$ cat config.mk
export PLATFORM = sky130hd
export DESIGN_NAME = axis_packer
export DESIGN_NICKNAME = d
export VERILOG_FILES = /design/src/rtl/axis_packer.sv
export SDC_FILE = /design/constraint.sdc
export NUM_CORES = 1
export LEC_CHECK = 0
export BUFFER_PORTS_ARGS = -buffer_cell sky130_fd_sc_hd__buf_4
export CORE_MARGIN = 2
export CORE_UTILIZATION = 25
export CTS_CLUSTER_DIAMETER = 150
export CTS_CLUSTER_SIZE = 25
export DETAILED_ROUTE_END_ITERATION = 7
export GPL_TIMING_DRIVEN = 0
export REMOVE_ABC_BUFFERS = 1
export SLEW_MARGIN = 0
export SYNTH_ARGS = -nofsm -noshare
export SYNTH_HDL_FRONTEND = slang
export SYNTH_SLANG_ARGS = --single-unit
$ cat constraint.sdc
create_clock -name clk_i -period 2.34 [get_ports clk_i]
set_clock_uncertainty 0.2 [all_clocks]
set_input_delay 0.468 -clock clk_i [delete_from_list [all_inputs] [get_ports clk_i]]
set_output_delay 0.468 -clock clk_i [all_outputs]
set_load 0.005 [all_outputs]
$ cat src/rtl/axis_packer.sv
// axis_packer: packs RATIO narrow stream beats into one wide word with a lane keep mask
module axis_packer #(
    parameter int DATA_WIDTH = 10,
    parameter int RATIO      = 4
) (
    input  logic                        clk_i,
    input  logic                        rst_ni,
    input  logic [DATA_WIDTH-1:0]       data_i,
    input  logic                        valid_i,
    input  logic                        last_i,
    output logic                        ready_o,
    output logic [RATIO*DATA_WIDTH-1:0] data_o,
    output logic [RATIO-1:0]            keep_o,
    output logic                        last_o,
    output logic                        valid_o,
    input  logic                        ready_i
);
    localparam int CW = $clog2(RATIO);
    localparam int WW = RATIO*DATA_WIDTH;
    logic [CW-1:0]    cnt;
    logic [WW-1:0]    coll;
    logic [WW-1:0]    word_nxt;
    logic [RATIO-1:0] keep_nxt;
    logic             in_fire;
    logic             done;
    // Lanes at and above cnt are always zero in coll, so OR-ing in the new beat is enough.
    always_comb begin
        ready_o  = !valid_o || ready_i;
        in_fire  = valid_i && ready_o;
        done     = in_fire && (last_i || cnt == CW'(RATIO-1));
        word_nxt = coll | (WW'(data_i) << (DATA_WIDTH*int'(cnt)));
        keep_nxt = {RATIO{1'b1}} >> (RATIO-1-int'(cnt));
    end
    always_ff @(posedge clk_i) begin
        if (!rst_ni) begin
            cnt     <= '0;
            coll    <= '0;
            data_o  <= '0;
            keep_o  <= '0;
            last_o  <= 1'b0;
            valid_o <= 1'b0;
        end else begin
            if (done) begin
                data_o <= word_nxt;
                keep_o <= keep_nxt;
                last_o <= last_i;
                cnt    <= '0;
                coll   <= '0;
            end else if (in_fire) begin
                coll <= word_nxt;
                cnt  <= cnt + 1'b1;
            end
            valid_o <= done || (valid_o && !ready_i);
        end
    end
endmodule

Yosys cells after proc, flatten, opt, wreduce, memory -nomap -nowiden

Index checks and enable logic that the tools add are counted.

Multiply operators: 1
Add/sub/neg operators: 2
Reduce and logical (&&, ||, !) cells: 9
Shift-type cells: 2
Equal/unequal tests: 1
Bitwise operators: 2

Operator list:

| kind                                              | number |
|---|---|
| bitwise OR 40 bit                                 | 1 |
| left shift 10 x 6 -> 40 bit                       | 1 |
| >> shifter 4 x 32 -> 4 bit (first input constant) | 1 |
| multiplier 3 x 2 -> 5 bit (first input constant)  | 1 |
| logical AND 1 bit                                 | 3 |
| logical OR 1 bit                                  | 3 |
| subtractor 2 x 2 -> 3 bit (first input constant)  | 1 |
| adder 2 x 1 -> 2 bit (second input constant)      | 1 |
| == test 2 bit (second input constant)             | 1 |
| logical NOT 1 bit                                 | 2 |
| OR reduction 2 bit                                | 1 |
| NOT 1 bit                                         | 1 |

Output and inout port bits: 47
Logic and storage cells: 23
Register bits after elaboration: 88
Input port bits: 15

Depth between registers and ports, before layout

Gate-level depths: netlist (run 1).

Depth in word-level cells: 5
Mapped depth: 7
Gate-level depth less buffers: 4

Least setup slack after synthesis (run 1)

OpenSTA, ideal clock, no wires.

Kind: input to output
From: input ready_i
To: output ready_o
Stages: 5
Data arrival time: 1.074 ns
Data required time: 1.672 ns
Path buffers: 3
Path slack: 0.598 ns
Path through: nor2b_1 -> buf_4 -> inv_2 -> buf_6 -> buf_4

Cells in the longest elaborated chain, start to end: 1

RTL lines:

| item             | RTL line | RTL |
|---|---|---|
| start, declared  | 16       | `input logic ready_i` |
| logical OR 1 bit | 28       | `ready_o = !valid_o \|\| ready_i;` |
| end, declared    | 11       | `output logic ready_o,` |

No other way between the ends.

Worst setup path after layout (run 1)

From: input valid_i
To: register coll[39]

Cells in the longest elaborated chain, start to end: 3

RTL lines:

| item                         | RTL line | RTL |
|---|---|---|
| start, declared              | 9        | `input logic valid_i,` |
| logical AND 1 bit *          | 29       | `in_fire = valid_i && ready_o;` |
| logical AND 1 bit            | 30       | `done = in_fire && (last_i \|\| cnt == CW'(RATIO-1));` |
| OR reduction 2 bit (no line) | --       |  |
| end signal, assigned         | 50       | `coll <= word_nxt;` |
| end, declared                | 21       | `logic [WW-1:0] coll;` |

Mark *: on every way between the ends. The rest lies on a longest branch, timed or not.
A chain may end at the register's enable or synchronous reset.

==> results.sh, run 1 <==
export IMPL_start_util_pct=25.68
export IMPL_grt_start_max_net_pins=61
export IMPL_vias_per_cell=5.328
export IMPL_leakage_nw=1.709
export IMPL_core_um2=13880
export IMPL_synth_seq_cells=88
export IMPL_vias=3154
export IMPL_peakVddDrop_v=0.0003524
export IMPL_clk_latency_ps=340
export IMPL_period_minus_slack_ps=2228
export IMPL_end_kind="register"
export IMPL_grt_pass1_vias=2930
export IMPL_clockBufferDepth=2
export IMPL_async_flop_share_pct=0
export IMPL_slew_headroom_pct=29.30
export IMPL_ios=62
export IMPL_maxCapViolCount=0
export IMPL_pwr_share_seq_pct=48.2
export IMPL_rsz0062_at_grt="false"
export IMPL_wl_mm=10.47
export IMPL_dp_hpwl_mm=5.950
export IMPL_p_per_area_nw_per_um2=744.0
export IMPL_synth_edf_count=0
export IMPL_fin_crit_sh_pct=95.20
export IMPL_drc=0
export IMPL_synth_cells=379
export IMPL_yosysMostFrequentCell="dfxtp_1"
export IMPL_yosysSeqAreaShare_pct=49.42
export IMPL_areaGrowthSynthToFinish_pct=24.11
export IMPL_grt_antenna_before_repair=0
export IMPL_netlist_top_cells_area="dfxtp_1 49%, a41oi_1 9.8%, o311ai_1 7.4%"
export IMPL_fp_dieH_um=123.4
export IMPL_clkTransAtPathRegs_ps=60
export IMPL_critPathMaxFanout=60
export IMPL_required_ps=2370
export IMPL_grt_overflow_total=0
export IMPL_place_congestion=0.7211
export IMPL_fin_cells=592
export IMPL_dr_pass1_iters=4
export IMPL_cp_start_kind="primary input"
export IMPL_ctsRootBufferMaster="clkbuf_16"
export IMPL_synth_common_cells="88 x dfxtp_1, 41 x nor2_1, 40 x a41oi_1"
export IMPL_dieArea_um2=15230
export IMPL_p_int_mw=2.459
export IMPL_yosysTopAreaCell="dfxtp_1"
export IMPL_worst_pin_slew_ps=1056
export IMPL_p_sw_share_pct=25.29
export IMPL_power_frac_clock_pct=41.1
export IMPL_placed_cells=567
export IMPL_critPathMaxStageDelay_ps=480
export IMPL_hp_class="primary input to register"
export IMPL_wl_per_cell_um=17.69
export IMPL_diodes=0
export IMPL_clkSinkCount=88
export IMPL_layout_drive_gt1_share_pct=24.27
export IMPL_drv_slew=0
export IMPL_crit_slowest_cell="buf_4"
export IMPL_die_w_um=123.4
export IMPL_cts_hold_buf=0
export IMPL_drtIter0Drc=232
export IMPL_status="completed"
export IMPL_yosys_warnings=0
export IMPL_grt_pass1_wl_mm=16.48
export IMPL_rows=43
export IMPL_finalSetupViolCount=0
export IMPL_power_switching_mw=0.8324
export IMPL_cts_buffers=9
export IMPL_fin_util_pct=31.87
export IMPL_crit_chain="buf_4 -> inv_2 -> o31ai_4 -> buf_8 -> buf_8 -> nor2_1"
export IMPL_synth_top_cell_area_share_pct=49.42
export IMPL_maxClockFrequency_ghz=0.4489
export IMPL_nets=424
export IMPL_syn_area_um2=3565
export IMPL_crit_top_cell="buf_8"
export IMPL_avgSynthCellArea_um2=9.405
export IMPL_finalHoldViolCount=0
export IMPL_criticalPathCategory="primary input to register"
export IMPL_worstPathArrival_ps=2260
export IMPL_port_buffer_count=61
export IMPL_htreeDepth=3
export IMPL_ant_nets=0
export IMPL_globalRouteTotalUtil_pct=14.26
export IMPL_cts_tree="done"
export IMPL_ys_types=30
export IMPL_combPwrFrac_pct=10.7
export IMPL_synth_ff_type="dfxtp_1"
-- cells in the final DEF, fill, tap and decap left out --
master and instances:
dfxtp_1 86, buf_4 67, a41oi_1 40, nor2_1 40
a21oi_1 32, o311ai_1 30, o21ai_1 30, nand4_1 13
a31oi_1 12, o211a_1 11, clkbuf_16 9, nand2_1 4
nor2b_2 3, clkinv_2 3, inv_1 2, o21a_1 2
o21ai_0 2, nand3_1 2, a41o_1 2, ha_1 2
clkbuf_8 2, dfxtp_2 2, buf_8 2, nor2b_4 1
inv_4 1, or2_2 1, inv_2 1, nor2_4 1
nor2_2 1, nor3_4 1, mux2i_1 1, o31ai_4 1
and2_1 1, clkinvlp_4 1, clkinv_4 1, buf_16 1
buf_12 1
-- stage by stage --
step	setup TNS (ps)	power, mW	cell area (µm²)	hold slack (ps)	setup slack, ps
finish	0	3.292	4424	221.1	112.3
global route	0	3.424	4424	230.0	18.46
CTS	0	3.319	4399	202.2	57.87
detailed placement	-74560	1.953	4050	248.8	-1533
global placement	-249170	1.927	3978	251.8	-3504
floorplan	-115070	1.760	3294	240.8	-1696
-- sequential cells by signal (all words and copies together), names as in the netlist --
name,count
coll,40
keep_o,4
data_o,40
last_o,1
valid_o,1
cnt,2
-- critical path, delay by kind of cell --
family,cells,cell delay (ps)
compound gates,1,370
simple gates,1,70
buf+inv,4,1310
-- cell families (layout without fill, tap and decap cells) --
family,after synthesis,count (layout),synth area share [%]
adder cells (fa/ha/maj),2,2,0.7019
buffers and inverters,60,91,8.003
flip-flops,88,88,49.42
AND/OR/NAND/NOR,66,68,8.635
multiplexers,1,1,0.2808
AO/OA/AOI/OAI,162,162,32.96
-- timing repair --
| item | CTS | global route |
|---|---|---|
| buffers inserted | 6 | 1 |
| gates cloned | 2 | 0 |
| gates resized for setup | 3 | 2 |
| pin swaps | 2 | 1 |
| endpoints found under the setup margin | 89 | 26 |
| endpoints found under the hold margin | 0 | 0 |
-- final timing paths --
| check | end | depth (start not counted) | slack, ps | start |
|---|---|---|---|---|
| hold reg to reg | keep_o[2]$_SDFFE_PN0P_ | 2 | 260 | keep_o[2]$_SDFFE_PN0P_ |
| setup reg to reg | data_o[29]$_SDFFE_PN0P_ | 5 | 290 | cnt[1]$_SDFFE_PP0P_ |
| setup / recovery | coll[39]$_SDFFE_PP0P_ | 6 | 110 | valid_i |
| hold / removal | last_o$_SDFFE_PN0P_ | 2 | 220 | last_i |
-- per-layer routing --
layer  part of all wire, %  routed length, µm  track usage [%]  up-vias
met5                     0                  0                0        -
met1                    45               4662            19.02     1493
met3                   8.8                923            4.982       12
met4                   1.3                132            4.901        0
li1                      -                  -                -     1525
met2                    45               4753            21.33      124
-- area by class of cell --
type	count	area [µm²]
clock buffers	11	252.7
clock inverters	5	31.28
fillers	1450	9457
repair buffers	71	580.6
inverters	4	17.52
multi-input cells	233	1553
well taps	180	225.2
flip-flops and latches	88	1764
-- power by group through the flow --
| stage | sequential [mW] | combinational, mW | clock [mW] |
|---|---|---|---|
| 4_1_cts | 1.59 | 0.349 | 1.38 |
| 6_report | 1.59 | 0.353 | 1.35 |
| 2_1_floorplan | 1.61 | 0.148 | 0 |
| 5_1_grt | 1.59 | 0.388 | 1.44 |
| 3_3_place_gp | 1.62 | 0.312 | 0 |
| 3_5_place_dp | 1.62 | 0.335 | 0 |
Note: power is estimated with default switching activity, not from simulation.
==> run 2: changes to the inputs <==
==> constraint.sdc (replaced) <==
create_clock -name clk_i -period 2.1 [get_ports clk_i]
set_clock_uncertainty 0.2 [all_clocks]
set_input_delay 0.42 -clock clk_i [delete_from_list [all_inputs] [get_ports clk_i]]
set_output_delay 0.42 -clock clk_i [all_outputs]
set_load 0.005 [all_outputs]
==> run 2 against run 1 <==
Final cell count is 0.17% higher. Flip-flop and latch count stayed put. Total power is 12% higher. Wire length is 0.23% higher. Non-clock buffer count is 1 higher. Largest cell class unchanged.
==> results.sh, run 2 (synthesis gave the netlist of run 1 again) <==
export IMPL_combPwrFrac_pct=10.9
export IMPL_fin_crit_sh_pct=96.69
export IMPL_areaGrowthSynthToFinish_pct=24.92
export IMPL_layout_drive_gt1_share_pct=24.46
export IMPL_place_congestion=0.7211
export IMPL_worst_pin_slew_ps=1039
export IMPL_criticalPathCategory="register to output pin"
export IMPL_maxCapViolCount=0
export IMPL_clk_latency_ps=340
export IMPL_required_ps=1480
export IMPL_drv_slew=0
export IMPL_dieArea_um2=15230
export IMPL_p_sw_share_pct=25.41
export IMPL_wl_per_cell_um=17.70
export IMPL_ant_nets=0
export IMPL_grt_pass1_wl_mm=16.50
export IMPL_grt_pass1_vias=2942
export IMPL_final_common_cell="dfxtp_1"
export IMPL_hp_class="primary input to register"
export IMPL_maxClockFrequency_ghz=0.4925
export IMPL_drtIter0Drc=239
export IMPL_critPathMaxFanout=60
export IMPL_cts_hold_buf=0
export IMPL_reg_top3="coll x40, data_o x40, keep_o x4"
export IMPL_finalSetupViolCount=0
export IMPL_leakage_nw=1.718
export IMPL_wl_mm=10.50
export IMPL_p_total_mw=3.677
export IMPL_fp_dieH_um=123.4
export IMPL_crit_chain="nor2b_4 -> inv_6 -> buf_4"
export IMPL_p_int_mw=2.743
export IMPL_critPathMaxStageDelay_ps=440
export IMPL_clockBufferDepth=2
export IMPL_htreeDepth=3
export IMPL_grt_overflow_total=0
export IMPL_slew_headroom_pct=30.39
export IMPL_grt_start_max_net_pins=61
export IMPL_ctsRootBufferMaster="clkbuf_16"
export IMPL_power_frac_clock_pct=41.1
export IMPL_drc=0
export IMPL_clkTransAtPathRegs_ps=60
export IMPL_nets=425
export IMPL_peakVddDrop_v=0.0003927
export IMPL_pwr_share_seq_pct=48.0
export IMPL_dp_hpwl_mm=5.950
export IMPL_p_per_area_nw_per_um2=825.8
export IMPL_cts_buffers=9
export IMPL_port_buffer_count=61
export IMPL_power_switching_mw=0.9344
export IMPL_finalHoldViolCount=0
export IMPL_diodes=0
export IMPL_globalRouteTotalUtil_pct=14.26
export IMPL_core_um2=13880
export IMPL_n_fill_cell=1451
export IMPL_period_minus_slack_ps=2030
export IMPL_worstPathArrival_ps=1410
export IMPL_multi_input_area_um2=1560
export IMPL_rows=43
export IMPL_path_delay_family="flip-flops"
export IMPL_vias=3138
export IMPL_rsz0062_at_grt="false"
export IMPL_cp_start_kind="register"
export IMPL_setup_tns_ps=0
export IMPL_grt_antenna_before_repair=0
export IMPL_path_buf_inv=2
export IMPL_die_w_um=123.4
export IMPL_seqCellArea_um2=1769
export IMPL_vias_per_cell=5.292
export IMPL_dr_pass1_iters=4
export IMPL_status="completed"
export IMPL_crit_slowest_cell="dfxtp_1"
export IMPL_cts_tree="done"
export IMPL_clkSinkCount=88
export IMPL_layout_common_cells="86 x dfxtp_1, 67 x buf_4, 40 x a41oi_1, 40 x nor2_1, 32 x a21oi_1"
export IMPL_ios=62
export IMPL_end_kind="output pin"
export IMPL_start_util_pct=25.68
## run 2: cell types whose count changed in the layout (fill, tap and decap cells not counted)
cell / before / now
inv_6: 0 / 1
nor2b_2: 3 / 2
dfxtp_2: 2 / 0
nor2b_4: 1 / 2
inv_2: 1 / 0
dfxtp_4: 0 / 2
or2_2: 1 / 0
buf_6: 0 / 1
or2_4: 0 / 1
## run 2: stage by stage
stage	area (µm²)	worst slack [ps]	util, %	cells	hold slack [ps]
CTS	4437	83.59	31.96	593	166.7
detailed placement	4050	-1725	29.18	567	248.8
global route	4453	10.64	32.08	593	185.4
global placement	3978	-3696	28.66	564	251.8
floorplan	3294	-1888	-	323	240.8
finish	4453	69.56	32.08	593	179.3
## run 2: final timing paths
check	slack, ps	cells past startpoint	from	end
hold / removal	180	2	last_i	last_o$_SDFFE_PN0P_
hold reg to reg	270	2	keep_o[2]$_SDFFE_PN0P_	keep_o[2]$_SDFFE_PN0P_
setup reg to reg	120	6	cnt[0]$_SDFFE_PP0P_	coll[39]$_SDFFE_PP0P_
setup / recovery	70	3	valid_o$_SDFF_PN0_	ready_o
## run 2: power by group through the flow
| stage | registers [mW] | logic (mW) | clock network [mW] |
|---|---|---|---|
| detailed placement | 1.80 | 0.374 | 0 |
| global route | 1.77 | 0.438 | 1.61 |
| floorplan | 1.80 | 0.165 | 0 |
| global placement | 1.80 | 0.347 | 0 |
| CTS | 1.77 | 0.398 | 1.54 |
| finish | 1.77 | 0.399 | 1.51 |
## run 2: layer usage
layer / global-route usage (%) / wire length (µm)
met4: 4.901 / 91
met2: 21.50 / 4808
met1: 18.88 / 4694
met5: 0 / 0
met3: 4.982 / 901
## run 2: final cells by class
type	count	area share (%)
Clock inverter	5	0.7024
Tap cell	180	5.058
Sequential cell	88	39.73
Clock buffer	11	5.676
Multi-Input combinational cell	233	35.04
Timing Repair Buffer	72	13.29
Inverter	4	0.5058
## run 2: what timing repair did
action                                  4_1_cts  5_1_grt
gates cloned                                  2        0
setup buffers                                 8        0
pin swaps                                     3        0
endpoints found under the hold margin         0        0
resized for setup                             7        5
endpoints found under the setup margin       89       52
==> run 3: changes to the inputs <==
==> constraint.sdc (replaced) <==
create_clock -name clk_i -period 1.93 [get_ports clk_i]
set_clock_uncertainty 0.2 [all_clocks]
set_input_delay 0.386 -clock clk_i [delete_from_list [all_inputs] [get_ports clk_i]]
set_output_delay 0.386 -clock clk_i [all_outputs]
set_load 0.005 [all_outputs]
==> run 3 against run 2 <==
Cell area up 0.70%. Sequential power rose by 8%. Non-clock buffer count is 2 higher. Largest power group unchanged. Final cell count rose by 0.34%. Wire length hardly changed. Sequential share of layout area decreased by 0.25 points.
==> results.sh, run 3 (synthesis gave the netlist of run 1 again) <==
export IMPL_fin_ws_ps=61.94
export IMPL_wl_per_cell_um=17.63
export IMPL_p_total_mw=4.001
export IMPL_wl_mm=10.49
export IMPL_layout_drive_gt1_share_pct=25.30
export IMPL_pwr_share_seq_pct=48.1
export IMPL_htreeDepth=3
export IMPL_p_sw_share_pct=25.30
export IMPL_peakVddDrop_v=0.0004414
export IMPL_pre_cts_slack_ps=-1861
export IMPL_critPathMaxFanout=60
export IMPL_ant_nets=0
export IMPL_worstPathArrival_ps=1280
export IMPL_r2r_start="cnt[1]$_SDFFE_PP0P_"
export IMPL_rr_worst_depth=6
export IMPL_fp_dieH_um=123.4
export IMPL_crit_path_start="valid_o$_SDFF_PN0_"
export IMPL_place_congestion=0.7211
export IMPL_nets=427
export IMPL_hp_class="primary input to register"
export IMPL_endpoint="ready_o"
export IMPL_dp_hpwl_mm=5.950
export IMPL_timing_rr_end="data_o[21]$_SDFFE_PN0P_"
export IMPL_globalRouteTotalUtil_pct=14.31
export IMPL_final_common_cell="dfxtp_1"
export IMPL_status="completed"
export IMPL_clkSinkCount=88
export IMPL_grt_start_max_net_pins=61
export IMPL_ios=62
export IMPL_drv_slew=0
export IMPL_core_um2=13880
export IMPL_grt_util_met1_pct=19.45
export IMPL_finalSetupViolCount=0
export IMPL_reg_top3="coll x40, data_o x40, keep_o x4"
export IMPL_vias_per_cell=5.274
export IMPL_layout_common_cells="85 x dfxtp_1, 69 x buf_4, 40 x a41oi_1, 40 x nor2_1, 32 x a21oi_1"
export IMPL_grt_antenna_before_repair=0
export IMPL_place_area_um2=4050
export IMPL_leakage_nw=1.730
export IMPL_n_fill_cell=1446
export IMPL_areaGrowthSynthToFinish_pct=25.80
export IMPL_clockBufferDepth=2
export IMPL_finalHoldViolCount=0
export IMPL_power_switching_mw=1.012
export IMPL_cts_buffers=9
export IMPL_power_frac_clock_pct=40.9
export IMPL_gr_usage_met2_pct=21.60
export IMPL_maxCapViolCount=0
export IMPL_end_kind="output pin"
export IMPL_port_buffer_count=61
export IMPL_dieArea_um2=15230
export IMPL_p_int_mw=2.989
export IMPL_fin_util_pct=32.31
export IMPL_holdWs_ps=146.7
export IMPL_grt_overflow_total=0
export IMPL_clk_latency_ps=340
export IMPL_drc=0
export IMPL_period_minus_slack_ps=1868
export IMPL_worst_pin_slew_ps=1023
export IMPL_grt_pass1_wl_mm=16.58
export IMPL_clkTransAtPathRegs_ps=60
export IMPL_cp_start_kind="register"
export IMPL_diodes=0
export IMPL_maxClockFrequency_ghz=0.5353
export IMPL_dr_pass1_iters=5
export IMPL_p_per_area_nw_per_um2=892.3
export IMPL_combPwrFrac_pct=11.0
export IMPL_rsz0062_at_grt="true"
export IMPL_busiest_layer="met2"
export IMPL_final_area_um2=4484
export IMPL_rows=43
export IMPL_cts_tree="done"
export IMPL_reg2reg_slack_ps=80
export IMPL_criticalPathCategory="register to output pin"
export IMPL_ctsRootBufferMaster="clkbuf_16"
export IMPL_slew_headroom_pct=31.52
export IMPL_die_w_um=123.4
export IMPL_met3_usage_pct=4.105
export IMPL_start_util_pct=25.68
export IMPL_required_ps=1340
export IMPL_drtIter0Drc=241
export IMPL_grt_pass1_vias=2956
export IMPL_vias=3138
export IMPL_fin_crit_sh_pct=96.79
-- run 3: how the worst min path moves through the flow --
stage,start,end,depth (start not counted),slack (ps)
2_1_floorplan,coll[30]$_SDFFE_PP0P_,coll[30]$_SDFFE_PP0P_,2,240
3_3_place_gp,coll[31]$_SDFFE_PP0P_,coll[31]$_SDFFE_PP0P_,2,250
3_5_place_dp,keep_o[2]$_SDFFE_PN0P_,keep_o[2]$_SDFFE_PN0P_,2,250
4_1_cts,last_i,last_o$_SDFFE_PN0P_,2,140
5_1_grt,last_i,last_o$_SDFFE_PN0P_,2,150
6_report,last_i,last_o$_SDFFE_PN0P_,2,150
-- run 3: power by group through the flow --
| stage | clock network [mW] | logic, mW | registers [mW] |
|---|---|---|---|
| 2_1_floorplan | 0 | 0.180 | 1.95 |
| 3_3_place_gp | 0 | 0.378 | 1.96 |
| 3_5_place_dp | 0 | 0.407 | 1.96 |
| 4_1_cts | 1.68 | 0.439 | 1.92 |
| 5_1_grt | 1.75 | 0.482 | 1.93 |
| 6_report | 1.64 | 0.439 | 1.92 |
-- run 3: metal layers --
layer  vias up  part of all wire (%)
li1       1529                     -
met1      1466                    44
met2       132                    46
met3        11                   9.3
met4         0                   1.2
met5         -                     0
-- run 3: final cells by class --
type | instances | area, µm² | area share (%)
Tap cell | 180 | 225.2 | 5.022
Inverter | 4 | 25.02 | 0.5580
Timing Repair Buffer | 74 | 606.8 | 13.53
Multi-Input combinational cell | 233 | 1573 | 35.07
Sequential cell | 88 | 1770 | 39.48
Clock buffer | 11 | 252.7 | 5.636
Clock inverter | 5 | 31.28 | 0.6975
-- run 3: stage by stage --
step,std cells,TNS (ps)
finish,595,0
global route,595,-2.239
CTS,595,0
detailed placement,567,-103670
global placement,564,-278280
floorplan,323,-144180
-- run 3: timing repair --
| item | 4_1_cts | 5_1_grt |
|---|---|---|
| endpoints found under the setup margin | 89 | 41 |
| gates cloned | 2 | 0 |
| hold buffers | 0 | 0 |
| resized for setup | 14 | 3 |
| hold endpoints to repair | 0 | 0 |
| buffers inserted | 10 | 0 |
| pin swaps | 4 | 0 |
-- run 3: critical path: stages (launching register included) --
cell and delay [ps]:
dfxtp_2 370, nor2b_4 240, inv_8 150, buf_4 180
